`src/rtl/blinky_div_sweep.sv`:
```
// Multi-channel LED blinker: one prescaler tick feeds a bank of per-channel dividers whose
// ratios {2, 3.5, 4, 5} rotate across channels every SWEEP_TICKS ticks. A synced key pauses all.
module blinky_div_sweep #(
    parameter int unsigned NUM_CH      = 4,
    parameter int unsigned PRESCALE    = 12000000,
    parameter int unsigned SWEEP_TICKS = 64,
    parameter bit          INV_BTN     = 1'b0,
    parameter bit          LED_INV     = 1'b0
) (
    input  logic              clk,
    input  logic              rst_i,
    input  logic              key_i,
    output logic [NUM_CH-1:0] led,
    output logic              tick_o,
    output logic [1:0]        mode_o
);

    localparam int unsigned PreW = (PRESCALE > 1) ? $clog2(PRESCALE) : 1;
    localparam int unsigned SwpW = $clog2(SWEEP_TICKS);
    localparam logic [PreW-1:0] PreLast = PreW'(PRESCALE - 1);
    localparam logic [SwpW-1:0] SwpLast = SwpW'(SWEEP_TICKS - 1);

    logic                   key_meta_q, key_meta_d;
    logic                   pause_q, pause_d;
    logic [PreW-1:0]        pre_cnt_q, pre_cnt_d;
    logic                   tick_q, tick_d;
    logic [SwpW-1:0]        sweep_cnt_q, sweep_cnt_d;
    logic [1:0]             mode_q, mode_d;
    logic [NUM_CH-1:0][2:0] ch_cnt_q, ch_cnt_d;
    logic [NUM_CH-1:0]      phase_q, phase_d;
    logic [NUM_CH-1:0]      level_q, level_d;
    logic                   sweep_wrap;

    // Half-period length in ticks; mode 1 alternates 3/4 to average 3.5.
    function automatic logic [2:0] threshold(input logic [1:0] mode, input logic phase);
        case (mode)
            2'd0:    threshold = 3'd2;
            2'd1:    threshold = phase ? 3'd4 : 3'd3;
            2'd2:    threshold = 3'd4;
            default: threshold = 3'd5;
        endcase
    endfunction

    always_comb begin
        key_meta_d = key_i ^ INV_BTN;
        pause_d    = key_meta_q;

        pre_cnt_d = pre_cnt_q;
        tick_d    = 1'b0;
        if (!pause_q) begin
            tick_d    = (pre_cnt_q == PreLast);
            pre_cnt_d = tick_d ? '0 : pre_cnt_q + 1'b1;
        end
    end

    // A tick already registered before a pause is still consumed, so none is lost on release.
    always_comb begin
        sweep_wrap  = tick_q && (sweep_cnt_q == SwpLast);
        sweep_cnt_d = sweep_cnt_q;
        mode_d      = mode_q;
        if (tick_q) begin
            sweep_cnt_d = sweep_wrap ? '0 : sweep_cnt_q + 1'b1;
            mode_d      = sweep_wrap ? mode_q + 2'd1 : mode_q;
        end
    end

    always_comb begin
        ch_cnt_d = ch_cnt_q;
        phase_d  = phase_q;
        level_d  = level_q;
        for (int c = 0; c < NUM_CH; c++) begin
            logic [1:0] ch_mode;
            ch_mode = mode_q + 2'(c);
            if (tick_q) begin
                if (ch_cnt_q[c] + 3'd1 == threshold(ch_mode, phase_q[c])) begin
                    ch_cnt_d[c] = 3'd0;
                    level_d[c]  = ~level_q[c];
                    if (ch_mode == 2'd1) begin
                        phase_d[c] = ~phase_q[c];
                    end
                end else begin
                    ch_cnt_d[c] = ch_cnt_q[c] + 3'd1;
                end
                // A mode change restarts every divider; the toggle above still lands.
                if (sweep_wrap) begin
                    ch_cnt_d[c] = 3'd0;
                    phase_d[c]  = 1'b0;
                end
            end
        end
    end

    always_ff @(posedge clk or negedge rst_i) begin
        if (!rst_i) begin
            key_meta_q  <= 1'b0;
            pause_q     <= 1'b0;
            pre_cnt_q   <= '0;
            tick_q      <= 1'b0;
            sweep_cnt_q <= '0;
            mode_q      <= 2'd0;
            ch_cnt_q    <= '0;
            phase_q     <= '0;
            level_q     <= '0;
        end else begin
            key_meta_q  <= key_meta_d;
            pause_q     <= pause_d;
            pre_cnt_q   <= pre_cnt_d;
            tick_q      <= tick_d;
            sweep_cnt_q <= sweep_cnt_d;
            mode_q      <= mode_d;
            ch_cnt_q    <= ch_cnt_d;
            phase_q     <= phase_d;
            level_q     <= level_d;
        end
    end

    assign led    = level_q ^ {NUM_CH{LED_INV}};
    assign tick_o = tick_q;
    assign mode_o = mode_q;

endmodule

```
`config.mk`:
```
export PLATFORM = sky130hd
export DESIGN_NAME = blinky_div_sweep
export DESIGN_NICKNAME = d
export VERILOG_FILES = /design/src/rtl/blinky_div_sweep.sv
export SDC_FILE = /design/constraint.sdc
export NUM_CORES = 1
export LEC_CHECK = 0
export BUFFER_PORTS_ARGS = -buffer_cell sky130_fd_sc_hd__buf_2
export CORE_AREA = 2 2 74 76
export DETAILED_ROUTE_END_ITERATION = 16
export DIE_AREA = 0 0 76 78
export HOLD_SLACK_MARGIN = 0.12
export PLACE_DENSITY = 0.8
export SETUP_SLACK_MARGIN = 0.5
export SYNTH_ARGS = -nofsm -noshare
export SYNTH_HDL_FRONTEND = slang
export SYNTH_SLANG_ARGS = --single-unit
```
`constraint.sdc`:
```
create_clock -name clk -period 2.6 [get_ports clk]
set_input_delay 0.52 -clock clk [delete_from_list [all_inputs] [get_ports clk]]
set_output_delay 0.52 -clock clk [all_outputs]
set_load 0.01 [all_outputs]
```
Word-level counts from Yosys, hierarchy flattened
Index checks and enable logic that the tools add are counted.
Word-level totals
  RAM bits: 0
  output and inout bits: 7
  bits of input ports: 3
  bits in registers: 55
  ROM bits: 0
  bits in latches: 0
  memories kept: 0
Operators by class
  muxes and demuxes: 35
  shift-type cells: 0
  div/mod/pow operators: 0
  reductions and logical operators: 22
  $lt $le $gt $ge: 0
  equal/unequal tests: 14
  bitwise gates (word level): 8
  multiply operators: 0
  $add $sub $neg: 9
Operators with widths (count)
  3-bit two-way mux: 16
  3-bit one-hot mux with 3 select lines: 4
  24-bit by 1-bit adder with 24-bit output, second input constant: 1
  24-bit == test, second input constant: 1
  24-bit two-way mux: 1
  2-bit nonzero test: 8
  1-bit two-way mux: 13
  3-bit by 1-bit adder with 3-bit output, second input constant: 4
  3-bit == test: 4
  3-bit AND reduction: 4
  2-bit AND reduction: 5
  2-bit by 1-bit == test with 1-bit output, second input constant: 4
  2-bit == test, second input constant: 4
  2-bit logical NOT: 4
  1-bit inverter: 8
  6-bit by 1-bit adder with 6-bit output, second input constant: 1
  6-bit == test, second input constant: 1
  6-bit two-way mux: 1
  2-bit adder, second input constant: 2
  2-bit by 1-bit adder with 2-bit output, second input constant: 1
  1-bit logical AND: 1

Longest topological paths before layout
  depth after elaboration: 7
  gate-level depth with buffers: 9

Least setup slack after synthesis
Ideal clock, no wire load.
  path type: register to register
  start point: register mode_q[1] (netlist: mode_o[1])
  end point: register ch_cnt_q[3] (netlist name)
  arrival time: 2242 ps
  buffers on the path: 2
  stages on the path, launching flop included: 10
  setup slack: 233 ps
  clock period less this slack: 2367 ps
  cells stage by stage: dfrtp_1 -> clkbuf_2 -> inv_1 -> ha_1 -> buf_6 -> nor2b_4 -> or3b_4 -> a2111oi_4 -> nor2_2 -> mux2_2
Between the ends
  longest elaborated chain between the ends: 7
Ends and longest elaborated chain
  start, declared: RTL line 28  | logic [1:0] mode_q, mode_d;
  start signal, assigned: RTL line 110  | mode_q <= mode_d;
  2-bit by 1-bit adder with 2-bit output (*): RTL line 73  | ch_mode = mode_q + 2'(c);
  2-bit == test, or another cell as far along: RTL line 36  | case (mode)
  3-bit one-hot mux with 3 select lines (*): RTL line 36
  3-bit two-way mux (*): RTL line 74  | if (tick_q) begin
  3-bit == test (*): RTL line 75  | if (ch_cnt_q[c] + 3'd1 == threshold(ch_mode, phase_q[c])) begin
  3-bit two-way mux (*): RTL line 75
  3-bit two-way mux (*): RTL line 85  | if (sweep_wrap) begin
  end signal, assigned: RTL line 111  | ch_cnt_q <= ch_cnt_d;
  end, declared: RTL line 29  | logic [NUM_CH-1:0][2:0] ch_cnt_q, ch_cnt_d;
Every way passes the cells marked *; elsewhere a longest branch is shown, timed or not. The select of a mux whose other input is x is not followed.
A chain may end at the register's enable or synchronous reset.

Final worst setup path
  start point: register mode_q[0] (netlist: mode_o[0])
  end point: register ch_cnt_q[3] (netlist name)
The elaborated chain is that of the path after synthesis.

==> out/results.tsv <==
stage	metric	value	unit
outcome	status	complete, no violations	
synthesis	synth_area	2980	µm²
setup_path	crit_path_start_kind	flip-flop	
synthesis	ys_seq_area_share	46.2	%
setup_path	cp-end-kind	flip-flop	
pwr	p_per_area	450	nW/µm²
synthesis	ys_seq_elements	55	
placed_design	place_area	3140	µm²
clock_tree	htree_levels	2	
synthesis	ys.flop_type	dfrtp_1	
drt	wire_per_inst	13.8	µm
drt	firstDrtPassIters	4	
die	initial_core_util	59.1	%
setup_path	crit_arrival	2.30	ns
synthesis	yosys_warnings	0	
finish	fin_area	3400	µm²
pwr	power_frac_comb	5.8	%
sta	worstMarginPinSlew	0.671	ns
drt	antenna_left	0	
sta	slew_headroom	55.3	%
die	core_area	5040	µm²
min_path	hold_path_class	primary input to asynchronous set/reset pin	
clock_tree	cts.sinks	55	
global_routing	overflow	0	
placed_design	io_buffers	9	
synthesis	ys_async_sr_fraction	100	%
placed_design	dpl.hpwl	3660	µm
drt	vias	2169	
sta	clock_skew	0.00930	ns
synthesis	syn-instance-count	293	
clock_tree	clk_pin_slew	0.10	ns
sta	slew_viol_final	0	
drt	vias_per_cell	5.56	
finish	mostFrequentLayoutCell	dfrtp_1	
finish	multi_input_area	1600	µm²
synthesis	yosysUniqueCellTypes	59	
finish	drive_gt1_share	19.1	%
global_routing	grt_pass1_vias	2308	
sta	setup_viol	0	
finish	final_cell_mix	dfrtp_1 (52), nor2_1 (25), nand2_1 (23)	
global_routing	grt_use_total	20.3	%
finish	seqCellArea	1380	µm²
die	row_count	26	
sta	final_hold_viol_count	0	
die	die_area	5930	µm²
sta	finalCritPeriodShare	80.8	%
sta	rsz0062_at_grt	true	
pwr	swShare	23.1	%
synthesis	synth_edf_count	0	
pwr	power.switching	0.353	mW
sta	fmax	476	MHz
setup_path	criticalPathCategory	flip-flop to flip-flop	
drt	drt-total-wl	5370	µm
pwr	p_seq_share	61.2	%
pwr	clkPwrFrac	32.9	%
global_routing	grt_pass1_wl	9850	µm
finish	fillers	407	
clock_tree	numCtsBuffers	5	
sta	finalCriticalPeriod	2.10	ns
global_routing	grt_max_degree	56	
finish	fin_util	67.4	%
pwr	ir_drop	380	µV
global_routing	antenna_found_initial	0	
pwr	p_int	1.18	mW
clock_tree	cts_tree	built	
die	die_h	78	µm
clock_tree	clock_latency	0.31	ns
finish	antenna_cells	0	
setup_path	crit_fanout	5	
die	die_x	76	µm
pwr	leakagePower	1.53	nW
setup_path	cp_data_required_time	2.79	ns
clock_tree	clock_path_buffers	2	
clock_tree	root_buffer	clkbuf_8	
run	max-cap-violations	0	
finish	area_growth_syn_to_layout	13.9	%
synthesis	avgSynthCellArea	10.2	µm²
placed_design	gp_congestion	0.792	
finish	nNetsFinal	332	
clock_tree	cts_hold_buffers	0	
drt	drcViolationCount	0	
synthesis	syn_nets	306	
sta	whs	0.319	ns
sta	fin_setup_tns	0	ns
die	ioPinCount	10	
drt	drt_iter0_drc	34	
## logic make-up (layout without fill, tap and decap cells)
kind of cell / after synthesis / in the layout / synth area share [%]
xor+xnor: 35 / 35 / 10.3
simple gates: 119 / 119 / 21.8
compound gates: 45 / 45 / 11.5
buf+inv: 20 / 47 / 2.94
flops: 55 / 55 / 46.2
mux: 9 / 9 / 3.19
fa+ha+maj: 10 / 10 / 4.20
## sequential cells by signal, summed over array words and instances (netlist names)
| signal | count |
|---|---|
| sweep_cnt_q | 6 |
| pause_q | 1 |
| key_meta_q | 1 |
| phase_q | 4 |
| mode_o | 2 |
| pre_cnt_q | 24 |
| led | 4 |
| tick_o | 1 |
| ch_cnt_q | 12 |
## critical path: stages, from the launching register on
cell and delay (ns):
dfrtp_2 0.46, inv_4 0.07, ha_4 0.17, nor2b_4 0.12
or3b_4 0.38, a2111oi_4 0.40, nor2_2 0.10, mux2_4 0.28
## cell usage after synthesis (3+ instances only)
master / number / area, µm²
mux2i_1: 5 / 50.1
nand2b_1: 5 / 31.3
o31ai_1: 5 / 37.5
xnor2_1: 20 / 175
nor2b_1: 6 / 37.5
mux2_2: 4 / 45.0
nor3_1: 5 / 25.0
nand4_1: 11 / 68.8
o2bb2ai_1: 3 / 26.3
buf_2: 3 / 15.0
ha_1: 10 / 125
o21ai_0: 10 / 50.1
a21oi_1: 7 / 35.0
dfrtp_1: 55 / 1380
nor2_1: 25 / 93.8
and2_1: 3 / 18.8
xor2_1: 15 / 131
inv_1: 11 / 41.3
nand2_1: 23 / 86.3
and3_1: 10 / 62.6
nand3_1: 9 / 45.0
## per-layer routing
metal,routed length (µm),track usage (%),vias to the layer above
li1,-,-,1091
met1,2430,23.9,1062
met2,2780,37.4,11
met3,102,3.72,5
met4,53,7.27,0
met5,0,0,-
## what timing repair did
| action | 4_1_cts | 5_1_grt |
|---|---|---|
| endpoints found under the setup margin | 19 | 16 |
| setup buffers | 9 | 2 |
| endpoints found under the hold margin | 0 | 0 |
| pin swaps | 3 | 7 |
| gates resized for setup | 5 | 9 |
## area by class of cell
| type | instances | share of cell area (%) |
|---|---|---|
| Inverter | 12 | 1.47 |
| Multi-Input combinational cell | 218 | 47.1 |
| Clock buffer | 8 | 2.95 |
| Tap cell | 70 | 2.58 |
| Timing Repair Buffer | 27 | 5.30 |
| Sequential cell | 55 | 40.6 |
## power groups by stage
stage          logic (mW)  clock network [mW]  registers [mW]
2_1_floorplan      0.0620                   0           0.944
3_3_place_gp       0.0869                   0           0.950
3_5_place_dp       0.0918                   0           0.951
4_1_cts            0.0914               0.527           0.937
5_1_grt             0.108               0.547           0.943
6_report           0.0893               0.504           0.937
## through the flow
step                      cells  setup WS [ns]  power (mW)
after floorplan             293          0.337        1.01
after global placement      371          0.381        1.04
after detailed placement    371          0.305        1.04
after CTS                   388          0.457        1.55
after global routing        390          0.438        1.60
final                       390          0.499        1.53
## worst paths after layout
kind / from / endpoint / slack [ns] / depth (start not counted)
setup / recovery: mode_o[0] / ch_cnt_q[3] / 0.50 / 7
setup reg to reg: mode_o[0] / ch_cnt_q[3] / 0.50 / 7
hold reg to reg: key_meta_q / pause_q / 0.36 / 0
min in group clk: key_i / key_meta_q / 0.32 / 1
hold / removal: rst_i / ch_cnt_q[7] / 0.32 / 2
max in group asynchronous: rst_i / ch_cnt_q[6] / 1.81 / 2
Power figures use the tool's default switching activity.
